File: src/rtl/ysyx_040066_intr_ctrl_if.sv
// Register bus between a core-side master and the timer/interrupt block.
//
// Handshake rules for both channels:
//   - A request transfers on a rising clk edge where req_valid && req_ready.
//     While req_valid is high, the master holds req_wen/addr/wdata/wmask stable.
//   - A response transfers on a rising clk edge where rsp_valid && rsp_ready.
//     The slave holds rsp_valid/rsp_rdata/rsp_err stable until that edge.
//   - At most one request is outstanding, so req_ready is low while a
//     response is waiting.
interface ysyx_040066_intr_ctrl_if;
    logic        req_valid;
    logic        req_ready;
    logic        req_wen;
    logic [63:0] req_addr;
    logic [63:0] req_wdata;
    logic [7:0]  req_wmask;
    logic        rsp_valid;
    logic        rsp_ready;
    logic [63:0] rsp_rdata;
    logic        rsp_err;

    modport master (
        output req_valid, req_wen, req_addr, req_wdata, req_wmask, rsp_ready,
        input  req_ready, rsp_valid, rsp_rdata, rsp_err
    );

    modport slave (
        input  req_valid, req_wen, req_addr, req_wdata, req_wmask, rsp_ready,
        output req_ready, rsp_valid, rsp_rdata, rsp_err
    );
endinterface

File: src/rtl/ysyx_040066_intr_ctrl.sv
// Machine timer (mtime/mtimecmp) with a bus register window, plus the trap
// request logic that merges synchronous exceptions with the timer interrupt
// at instruction-retire boundaries.
module ysyx_040066_intr_ctrl #(
    parameter int unsigned TICK_DIV = 1,
    parameter logic [63:0] BASE     = 64'h0200_0000
) (
    input  logic                     clk,
    input  logic                     rst,
    ysyx_040066_intr_ctrl_if.slave   bus,
    input  logic                     commit_valid,
    input  logic [63:0]              commit_pc,
    input  logic                     exc_valid,
    input  logic [63:0]              exc_cause,
    input  logic [63:0]              exc_tval,
    input  logic [63:0]              mie,
    input  logic [63:0]              mstatus,
    output logic                     raise_intr,
    output logic [63:0]              NO,
    output logic [63:0]              tval,
    output logic [63:0]              pc,
    output logic                     clear_mip,
    output logic                     mtip,
    output logic [1:0]               state_o
);
    localparam int unsigned   PW          = (TICK_DIV > 1) ? $clog2(TICK_DIV) : 1;
    localparam logic [PW-1:0] PRESC_MAX   = PW'(TICK_DIV - 1);
    localparam logic [63:0]   ADDR_MTIME  = BASE + 64'h0000_BFF8;
    localparam logic [63:0]   ADDR_CMP    = BASE + 64'h0000_4000;
    localparam logic [63:0]   TIMER_CAUSE = 64'h8000_0000_0000_0007;

    typedef enum logic [1:0] {
        ST_IDLE  = 2'd0,
        ST_FIRED = 2'd1,
        ST_CLEAR = 2'd2
    } state_t;

    state_t        state_q;
    logic          clear_mip_q;
    logic [63:0]   mtime_q, mtime_d;
    logic [63:0]   mtimecmp_q, mtimecmp_d;
    logic [PW-1:0] presc_q, presc_d;
    logic          mtip_q;
    logic          rsp_valid_q, rsp_valid_d;
    logic [63:0]   rsp_rdata_q, rsp_rdata_d;
    logic          rsp_err_q, rsp_err_d;

    logic          accept;
    logic          tick;
    logic [63:0]   bitmask;
    logic          exc_take;
    logic          timer_take;

    // Only MIE (mstatus[3]) and MTIE (mie[7]) matter here.
    logic unused_csr_bits;
    assign unused_csr_bits = ^{mie[63:8], mie[6:0], mstatus[63:4], mstatus[2:0]};

    assign bus.req_ready = ~rsp_valid_q;
    assign bus.rsp_valid = rsp_valid_q;
    assign bus.rsp_rdata = rsp_rdata_q;
    assign bus.rsp_err   = rsp_err_q;
    assign clear_mip     = clear_mip_q;
    assign mtip          = mtip_q;
    assign state_o       = state_q;

    // Next-state for the prescaler, timer registers and the bus response.
    always_comb begin
        accept      = bus.req_valid & ~rsp_valid_q;
        tick        = (presc_q == PRESC_MAX);
        presc_d     = tick ? '0 : presc_q + 1'b1;
        mtime_d     = tick ? mtime_q + 64'd1 : mtime_q;
        mtimecmp_d  = mtimecmp_q;
        rsp_valid_d = rsp_valid_q;
        rsp_rdata_d = rsp_rdata_q;
        rsp_err_d   = rsp_err_q;
        bitmask     = '0;
        for (int i = 0; i < 8; i++) begin
            bitmask[i*8 +: 8] = {8{bus.req_wmask[i]}};
        end

        if (rsp_valid_q && bus.rsp_ready) begin
            rsp_valid_d = 1'b0;
        end

        if (accept) begin
            rsp_valid_d = 1'b1;
            rsp_err_d   = 1'b0;
            rsp_rdata_d = '0;
            if (bus.req_addr == ADDR_MTIME) begin
                if (bus.req_wen) begin
                    // A software write wins over this cycle's tick and restarts the prescaler.
                    mtime_d = (mtime_q & ~bitmask) | (bus.req_wdata & bitmask);
                    presc_d = '0;
                end else begin
                    rsp_rdata_d = mtime_q;
                end
            end else if (bus.req_addr == ADDR_CMP) begin
                if (bus.req_wen) begin
                    mtimecmp_d = (mtimecmp_q & ~bitmask) | (bus.req_wdata & bitmask);
                end else begin
                    rsp_rdata_d = mtimecmp_q;
                end
            end else begin
                rsp_err_d = 1'b1;
            end
        end
    end

    // Trap request: exceptions always win; the timer only fires from IDLE.
    always_comb begin
        exc_take   = commit_valid & exc_valid;
        timer_take = commit_valid & ~exc_valid & mtip_q & mstatus[3] & mie[7]
                     & (state_q == ST_IDLE);
        raise_intr = exc_take | timer_take;
        NO         = '0;
        tval       = '0;
        pc         = '0;
        if (exc_take) begin
            NO   = exc_cause;
            tval = exc_tval;
            pc   = commit_pc;
        end else if (timer_take) begin
            NO   = TIMER_CAUSE;
            pc   = commit_pc;
        end
    end

    // Timer, prescaler, pending flag and bus response registers.
    always_ff @(posedge clk or negedge rst) begin
        if (!rst) begin
            mtime_q     <= '0;
            mtimecmp_q  <= '1;
            presc_q     <= '0;
            mtip_q      <= 1'b0;
            rsp_valid_q <= 1'b0;
            rsp_rdata_q <= '0;
            rsp_err_q   <= 1'b0;
        end else begin
            mtime_q     <= mtime_d;
            mtimecmp_q  <= mtimecmp_d;
            presc_q     <= presc_d;
            mtip_q      <= (mtime_q >= mtimecmp_q);
            rsp_valid_q <= rsp_valid_d;
            rsp_rdata_q <= rsp_rdata_d;
            rsp_err_q   <= rsp_err_d;
        end
    end

    // Timer interrupt FSM; clear_mip is high exactly while in CLEAR.
    always_ff @(posedge clk or negedge rst) begin
        if (!rst) begin
            state_q     <= ST_IDLE;
            clear_mip_q <= 1'b0;
        end else begin
            clear_mip_q <= 1'b0;
            case (state_q)
                ST_IDLE: begin
                    if (timer_take) begin
                        state_q <= ST_FIRED;
                    end
                end
                ST_FIRED: begin
                    if (!mtip_q) begin
                        state_q     <= ST_CLEAR;
                        clear_mip_q <= 1'b1;
                    end
                end
                ST_CLEAR: begin
                    state_q <= ST_IDLE;
                end
                default: begin
                    state_q <= ST_IDLE;
                end
            endcase
        end
    end
endmodule

File: src/flat_wrapper.sv
// flat-port wrapper written by rule: the top's interface ports become plain ports
module ysyx_040066_intr_ctrl_flat 
#(
    parameter int unsigned TICK_DIV = 1,
    parameter logic [63:0] BASE     = 64'h0200_0000
)
  (clk, rst, commit_valid, commit_pc, exc_valid, exc_cause, exc_tval, mie, mstatus, raise_intr, NO, tval, pc, clear_mip, mtip, state_o, bus_req_valid, bus_req_wen, bus_req_addr, bus_req_wdata, bus_req_wmask, bus_rsp_ready, bus_req_ready, bus_rsp_valid, bus_rsp_rdata, bus_rsp_err);
  ysyx_040066_intr_ctrl_if bus_i ();
  input  logic clk;
  input  logic rst;
  input  logic commit_valid;
  input  logic [63:0] commit_pc;
  input  logic exc_valid;
  input  logic [63:0] exc_cause;
  input  logic [63:0] exc_tval;
  input  logic [63:0] mie;
  input  logic [63:0] mstatus;
  output logic raise_intr;
  output logic [63:0] NO;
  output logic [63:0] tval;
  output logic [63:0] pc;
  output logic clear_mip;
  output logic mtip;
  output logic [1:0] state_o;
  input wire logic [$bits(bus_i.req_valid)-1:0] bus_req_valid;
  input wire logic [$bits(bus_i.req_wen)-1:0] bus_req_wen;
  input wire logic [$bits(bus_i.req_addr)-1:0] bus_req_addr;
  input wire logic [$bits(bus_i.req_wdata)-1:0] bus_req_wdata;
  input wire logic [$bits(bus_i.req_wmask)-1:0] bus_req_wmask;
  input wire logic [$bits(bus_i.rsp_ready)-1:0] bus_rsp_ready;
  output wire logic [$bits(bus_i.req_ready)-1:0] bus_req_ready;
  output wire logic [$bits(bus_i.rsp_valid)-1:0] bus_rsp_valid;
  output wire logic [$bits(bus_i.rsp_rdata)-1:0] bus_rsp_rdata;
  output wire logic [$bits(bus_i.rsp_err)-1:0] bus_rsp_err;
  assign bus_i.req_valid = bus_req_valid;
  assign bus_i.req_wen = bus_req_wen;
  assign bus_i.req_addr = bus_req_addr;
  assign bus_i.req_wdata = bus_req_wdata;
  assign bus_i.req_wmask = bus_req_wmask;
  assign bus_i.rsp_ready = bus_rsp_ready;
  assign bus_req_ready = bus_i.req_ready;
  assign bus_rsp_valid = bus_i.rsp_valid;
  assign bus_rsp_rdata = bus_i.rsp_rdata;
  assign bus_rsp_err = bus_i.rsp_err;
  ysyx_040066_intr_ctrl #(.TICK_DIV(TICK_DIV), .BASE(BASE)) u_core (.clk(clk), .rst(rst), .bus(bus_i), .commit_valid(commit_valid), .commit_pc(commit_pc), .exc_valid(exc_valid), .exc_cause(exc_cause), .exc_tval(exc_tval), .mie(mie), .mstatus(mstatus), .raise_intr(raise_intr), .NO(NO), .tval(tval), .pc(pc), .clear_mip(clear_mip), .mtip(mtip), .state_o(state_o));
endmodule
File: config.mk
export PLATFORM = sky130hd
export DESIGN_NAME = ysyx_040066_intr_ctrl_flat
export DESIGN_NICKNAME = d
export VERILOG_FILES = /design/src/rtl/ysyx_040066_intr_ctrl_if.sv /design/src/rtl/ysyx_040066_intr_ctrl.sv /design/src/flat_wrapper.sv
export SDC_FILE = /design/constraint.sdc
export NUM_CORES = 1
export LEC_CHECK = 0
export ABC_AREA = 0
export BUFFER_PORTS_ARGS = -buffer_cell sky130_fd_sc_hd__buf_2
export CAP_MARGIN = 20
export CORE_AREA = 2 2 287 289
export DETAILED_ROUTE_END_ITERATION = 7
export DIE_AREA = 0 0 289 291
export PLACE_DENSITY = 0.48
export SLEW_MARGIN = 20
export SYNTH_ARGS = -nofsm -noshare
export SYNTH_HDL_FRONTEND = slang
export SYNTH_SLANG_ARGS = --single-unit
File: constraint.sdc
create_clock -name clk -period 6.1 [get_ports clk]
set_clock_uncertainty 0.2 [all_clocks]
set_input_delay 0.915 -clock clk [delete_from_list [all_inputs] [get_ports clk]]
set_output_delay 0.915 -clock clk [all_outputs]
set_load 0.1 [all_outputs]
-- Word-level counts from Yosys, hierarchy flattened
Cells that the tools add are included.
W data, S select, Z words.
- add/subtract/negate cells: 2
- $lt $le $gt $ge: 1
- equality and inequality tests: 5
- mux-type cells: 26
- bitwise operators: 17
- reduce and logical (&&, ||, !) cells: 5
- operator list (kind ; number):
    $mux W64 ; 13
    $and A64 B64 Y64 ; 3
    $eq A64 B26 Y1 const B ; 2
    $or A64 B64 Y64 ; 2
    $add A64 B1 Y64 const B ; 1
    $ge A64 B64 Y1 ; 1
    $not A64 Y64 ; 1
    $mux W1 ; 10
    $and A1 B1 Y1 ; 7
    $mux W2 ; 2
    $pmux W2 S2 ; 1
    $reduce_and A4 Y1 ; 1
    $not A1 Y1 ; 3
    $eq A2 B1 Y1 const B ; 1
    $logic_not A2 Y1 ; 1
    $ne A2 B1 Y1 const B ; 1
    $ne A2 B2 Y1 const B ; 1
    $reduce_and A2 Y1 ; 1
    $reduce_bool A2 Y1 ; 1
    $add A1 B1 Y1 const B ; 1
    $logic_and A1 B1 Y1 ; 1
    $or A1 B1 Y1 ; 1
- register bits after elaboration: 199
- bits of input ports: 463
- output and inout bits: 264
- word-level logic and storage cells: 65

-- Depth between registers and ports, before layout
- depth in word-level cells: 8
- mapped depth: 10

-- Least setup slack after synthesis
No wires, ideal clock.
- path kind: in2out
- from: input commit_valid
- to: output pc[58]
- data arrival time: 3.964 ns
- slack: 1.021 ns
- stages on the path: 8
- cells stage by stage: clkbuf_1 -> nand2_1 -> nor2_1 -> nand3_1 -> o31ai_1 -> clkbuf_1 -> clkbuf_1 -> and2_1
- word-level cells in the longest chain between the ends: 7
- elaborated cells between the ends (all ways): 8
- RTL lines (item ; line ; source):
    start, declared ; flat_wrapper.sv:11 ; input logic commit_valid;
    $and A1 B1 Y1 (4 in series) ; ysyx_040066_intr_ctrl.sv:112 ; timer_take = commit_valid & ~exc_valid & mtip_q & mstatus[3] & mie[7]
    $and A1 B1 Y1 ; ysyx_040066_intr_ctrl.sv:113 ; & (state_q == ST_IDLE);
    $mux W64 ; ysyx_040066_intr_ctrl.sv:122 ; end else if (timer_take) begin
    $mux W64 (*) ; ysyx_040066_intr_ctrl.sv:118 ; if (exc_take) begin
    end, declared ; flat_wrapper.sv:21 ; output logic [63:0] pc;
Mark *: on every way between the ends. The rest lies on a longest branch, timed or not.

-- Worst setup path in the final report
- from: input exc_valid
- to: output pc[54]
- word-level cells in the longest chain between the ends: 8
- elaborated cells between the ends (all ways): 9
- RTL lines (item ; line ; source):
    start, declared ; flat_wrapper.sv:13 ; input logic exc_valid;
    $not A1 Y1 ; ysyx_040066_intr_ctrl.sv:112 ;
    $and A1 B1 Y1 (4 in series) ; ysyx_040066_intr_ctrl.sv:112 ;
    $and A1 B1 Y1 ; ysyx_040066_intr_ctrl.sv:113 ;
    $mux W64 ; ysyx_040066_intr_ctrl.sv:122 ;
    $mux W64 (*) ; ysyx_040066_intr_ctrl.sv:118 ;
Marked as above.

==> impl_metrics.json <==
{
  "outcome": "completed",
  "post-cts-setup-buffers": 0,
  "ys.flop_type": "dfrtp_1",
  "cts-resized-gates": 0,
  "die_w_um": 289,
  "grt.overflow.total": 0,
  "leakage_nw": 8.81,
  "avgRoutedWirePerCell_um": 22.8,
  "fmax_mhz": 226,
  "crit_path_end_kind": "output port",
  "post-place-ws_ns": 1.50,
  "die_y_um": 291,
  "combPwrFrac": 0.238,
  "synth-simple-area-share": 0.278,
  "dr.pass1.iters": 5,
  "worst_slack_ns": 1.68,
  "cts_buffer_depth": 2,
  "switching_share": 0.381,
  "setup_viol": 0,
  "cts_tree": "built",
  "routed_via_density": 4.25,
  "crit_path_max_incr_delay_ns": 0.61,
  "rrSetupSlack_ns": 2.30,
  "synth_compound_area_frac": 0.146,
  "ant_nets": 0,
  "timing.setup.tns_ns": 0,
  "crit_slowest_cell": "o31ai_4",
  "post_route_cells_drive_above_1_share": 0.420,
  "gp_congestion": 0.782,
  "power_switching_w": 0.00126,
  "p_per_area_nw_per_um2": 192,
  "post-synth-top-count-cell": "nand2_1",
  "hold_viol_final": 0,
  "multi_input_area_sq_um": 6910,
  "async_reset_ff_frac": 1.00,
  "syn_inst": 1390,
  "vias": 12900,
  "fin_crit_sh": 0.725,
  "yosys-top-cells-area": "dfrtp_1 (27%), dfstp_2 (13%), and3_1 (7.1%)",
  "relSlewSlack": 0.327,
  "num_rows": 105,
  "rsz0062_at_grt": "no",
  "grt_usage": 0.161,
  "drc_errors": 0,
  "dpl_cell_area_sq_um": 16700,
  "pwr-share-seq": 0.398,
  "drt-initial-drc-count": 688,
  "h-tree-depth": 4,
  "tightest_slew_ns": 1.00,
  "synth_edf_count": 0,
  "slew_violations": 0,
  "arrival_ns": 3.31,
  "grt_pass1_vias": 12700,
  "nFillCells": 9115,
  "synth_top_family_by_area": "simple AND/OR/NAND/NOR gates",
  "cp-start-kind": "input pin",
  "hpwl_mm": 57.7,
  "ys_warn_count": 0,
  "clkSlewWorstSetupHoldPaths_ns": 0.08,
  "crit_fanout": 62,
  "crit_type": "input pin to output port",
  "grt_max_degree": 98,
  "clkPwrFrac": 0.364,
  "antenna_found_initial": 67,
  "required_ns": 4.98,
  "cts_buffers": 17,
  "core-area_sq_um": 81200,
  "start_util": 0.154,
  "clkSinkCount": 198,
  "ys_seq_area_frac": 0.402,
  "crit_chain": "buf_4, nor2_1, nand3_1, o31ai_4, buf_4, and2_1, buf_2",
  "min_period_ns": 4.42,
  "register_area_sq_um": 5030,
  "synthAdderAreaFrac": 0.0650,
  "clock_latency_ns": 0.50,
  "synth_area_per_cell_sq_um": 9.00,
  "max-cap-violations": 0,
  "synth_top_area_cell": "dfrtp_1",
  "worstSetupStartpoint": "exc_valid",
  "postSynthNetCount": 1918,
  "cts_root_buffer": "clkbuf_16",
  "dieArea_sq_um": 84100,
  "yosys.area.top_type_share": 0.268,
  "grt_first_pass_wirelength_mm": 95.1,
  "rr_worst_depth": 9,
  "synthDistinctLibCells": 71,
  "timing.rr.end": "u_core.mtip",
  "vdd_ir_drop_max_mv": 0.156,
  "portBuffers": 600,
  "fin_util": 0.213,
  "hold_class": "input pin to async pin",
  "nNetsFinal": 2475,
  "synth_commonest_cells": "nand2_1 (210), and3_1 (141), dfrtp_1 (134)",
  "cpMostUsedCell": "buf_4",
  "synth-seq-cells": 198,
  "netlist_area_sq_um": 12500,
  "cts_hold_buf": 0,
  "synthToLayoutAreaGrowth_pct": 38.4,
  "p_int_w": 0.00205,
  "routed_wl_mm": 69.4,
  "num_io_pins": 727,
  "finalInstanceArea_sq_um": 17300,
  "synth-xor-area-share": 0.000700,
  "muxShareOfSynthArea": 0.0592
}
-- worst max-delay path, delay by kind of cell --
family,cells,cell delay [ns]
compound gates,1,0.61
buf+inv,3,1.20
simple gates,3,0.51
-- how the worst max path moves through the flow --
stage | to | slack, ns | cells past startpoint
global route | pc[55] | 1.48 | 8
finish | pc[54] | 1.68 | 7
CTS | pc[52] | 1.68 | 6
global placement | flop | 1.46 | 9
detailed placement | flop | 1.50 | 9
floorplan | pc[58] | 1.02 | 8
-- stage by stage --
stage	power, W	hold slack (ns)	std cells
final	0.00332	0.119	3039
after floorplan	0.00187	0.297	1390
after global placement	0.00214	0.246	2998
after global routing	0.00345	0.108	3036
after CTS	0.00339	0.0833	3030
after detailed placement	0.00214	0.252	2998
-- metal layers --
layer | share of wire | wire length, um | up-vias | track usage
met5 | 0.0031 | 218 | - | 0
met4 | 0.021 | 1430 | 34 | 0.0402
met3 | 0.067 | 4630 | 148 | 0.0465
met2 | 0.54 | 37700 | 449 | 0.310
met1 | 0.37 | 25400 | 6138 | 0.168
li1 | - | - | 6133 | -
-- power groups by stage --
stage,logic [W],registers [W],clock network [W]
after global placement,0.000798,0.00135,0
final,0.000788,0.00132,0.00121
after detailed placement,0.000797,0.00135,0
after global routing,0.000823,0.00132,0.00131
after floorplan,0.000505,0.00136,0
after CTS,0.000799,0.00132,0.00127
-- layout by cell type (no fill, tap or decap), types with 65 or more instances in the layout --
| cell | count |
|---|---|
| nor2_1 | 71 |
| and2_1 | 72 |
| buf_2 | 597 |
| ha_1 | 65 |
| and3_1 | 140 |
| nand2_1 | 209 |
| inv_1 | 70 |
| dfrtp_1 | 134 |
-- cell families after synthesis --
logic type,Yosys count
adders and majority gates,65
and+or+nand+nor,650
xor gates and xnor gates,1
buffers and inverters,147
AOI/OAI and AO/OA,263
muxes,66
DFF,198
-- layout make-up --
| type | count | area share |
|---|---|---|
| Clock inverter | 14 | 0.00947 |
| Multi-Input combinational cell | 1045 | 0.399 |
| Timing Repair Buffer | 615 | 0.182 |
| Tap cell | 1070 | 0.0773 |
| Antenna cell | 9 | 0.00130 |
| Sequential cell | 198 | 0.291 |
| Clock buffer | 18 | 0.0248 |
| Inverter | 70 | 0.0152 |
(Power assumes the default switching activity.)
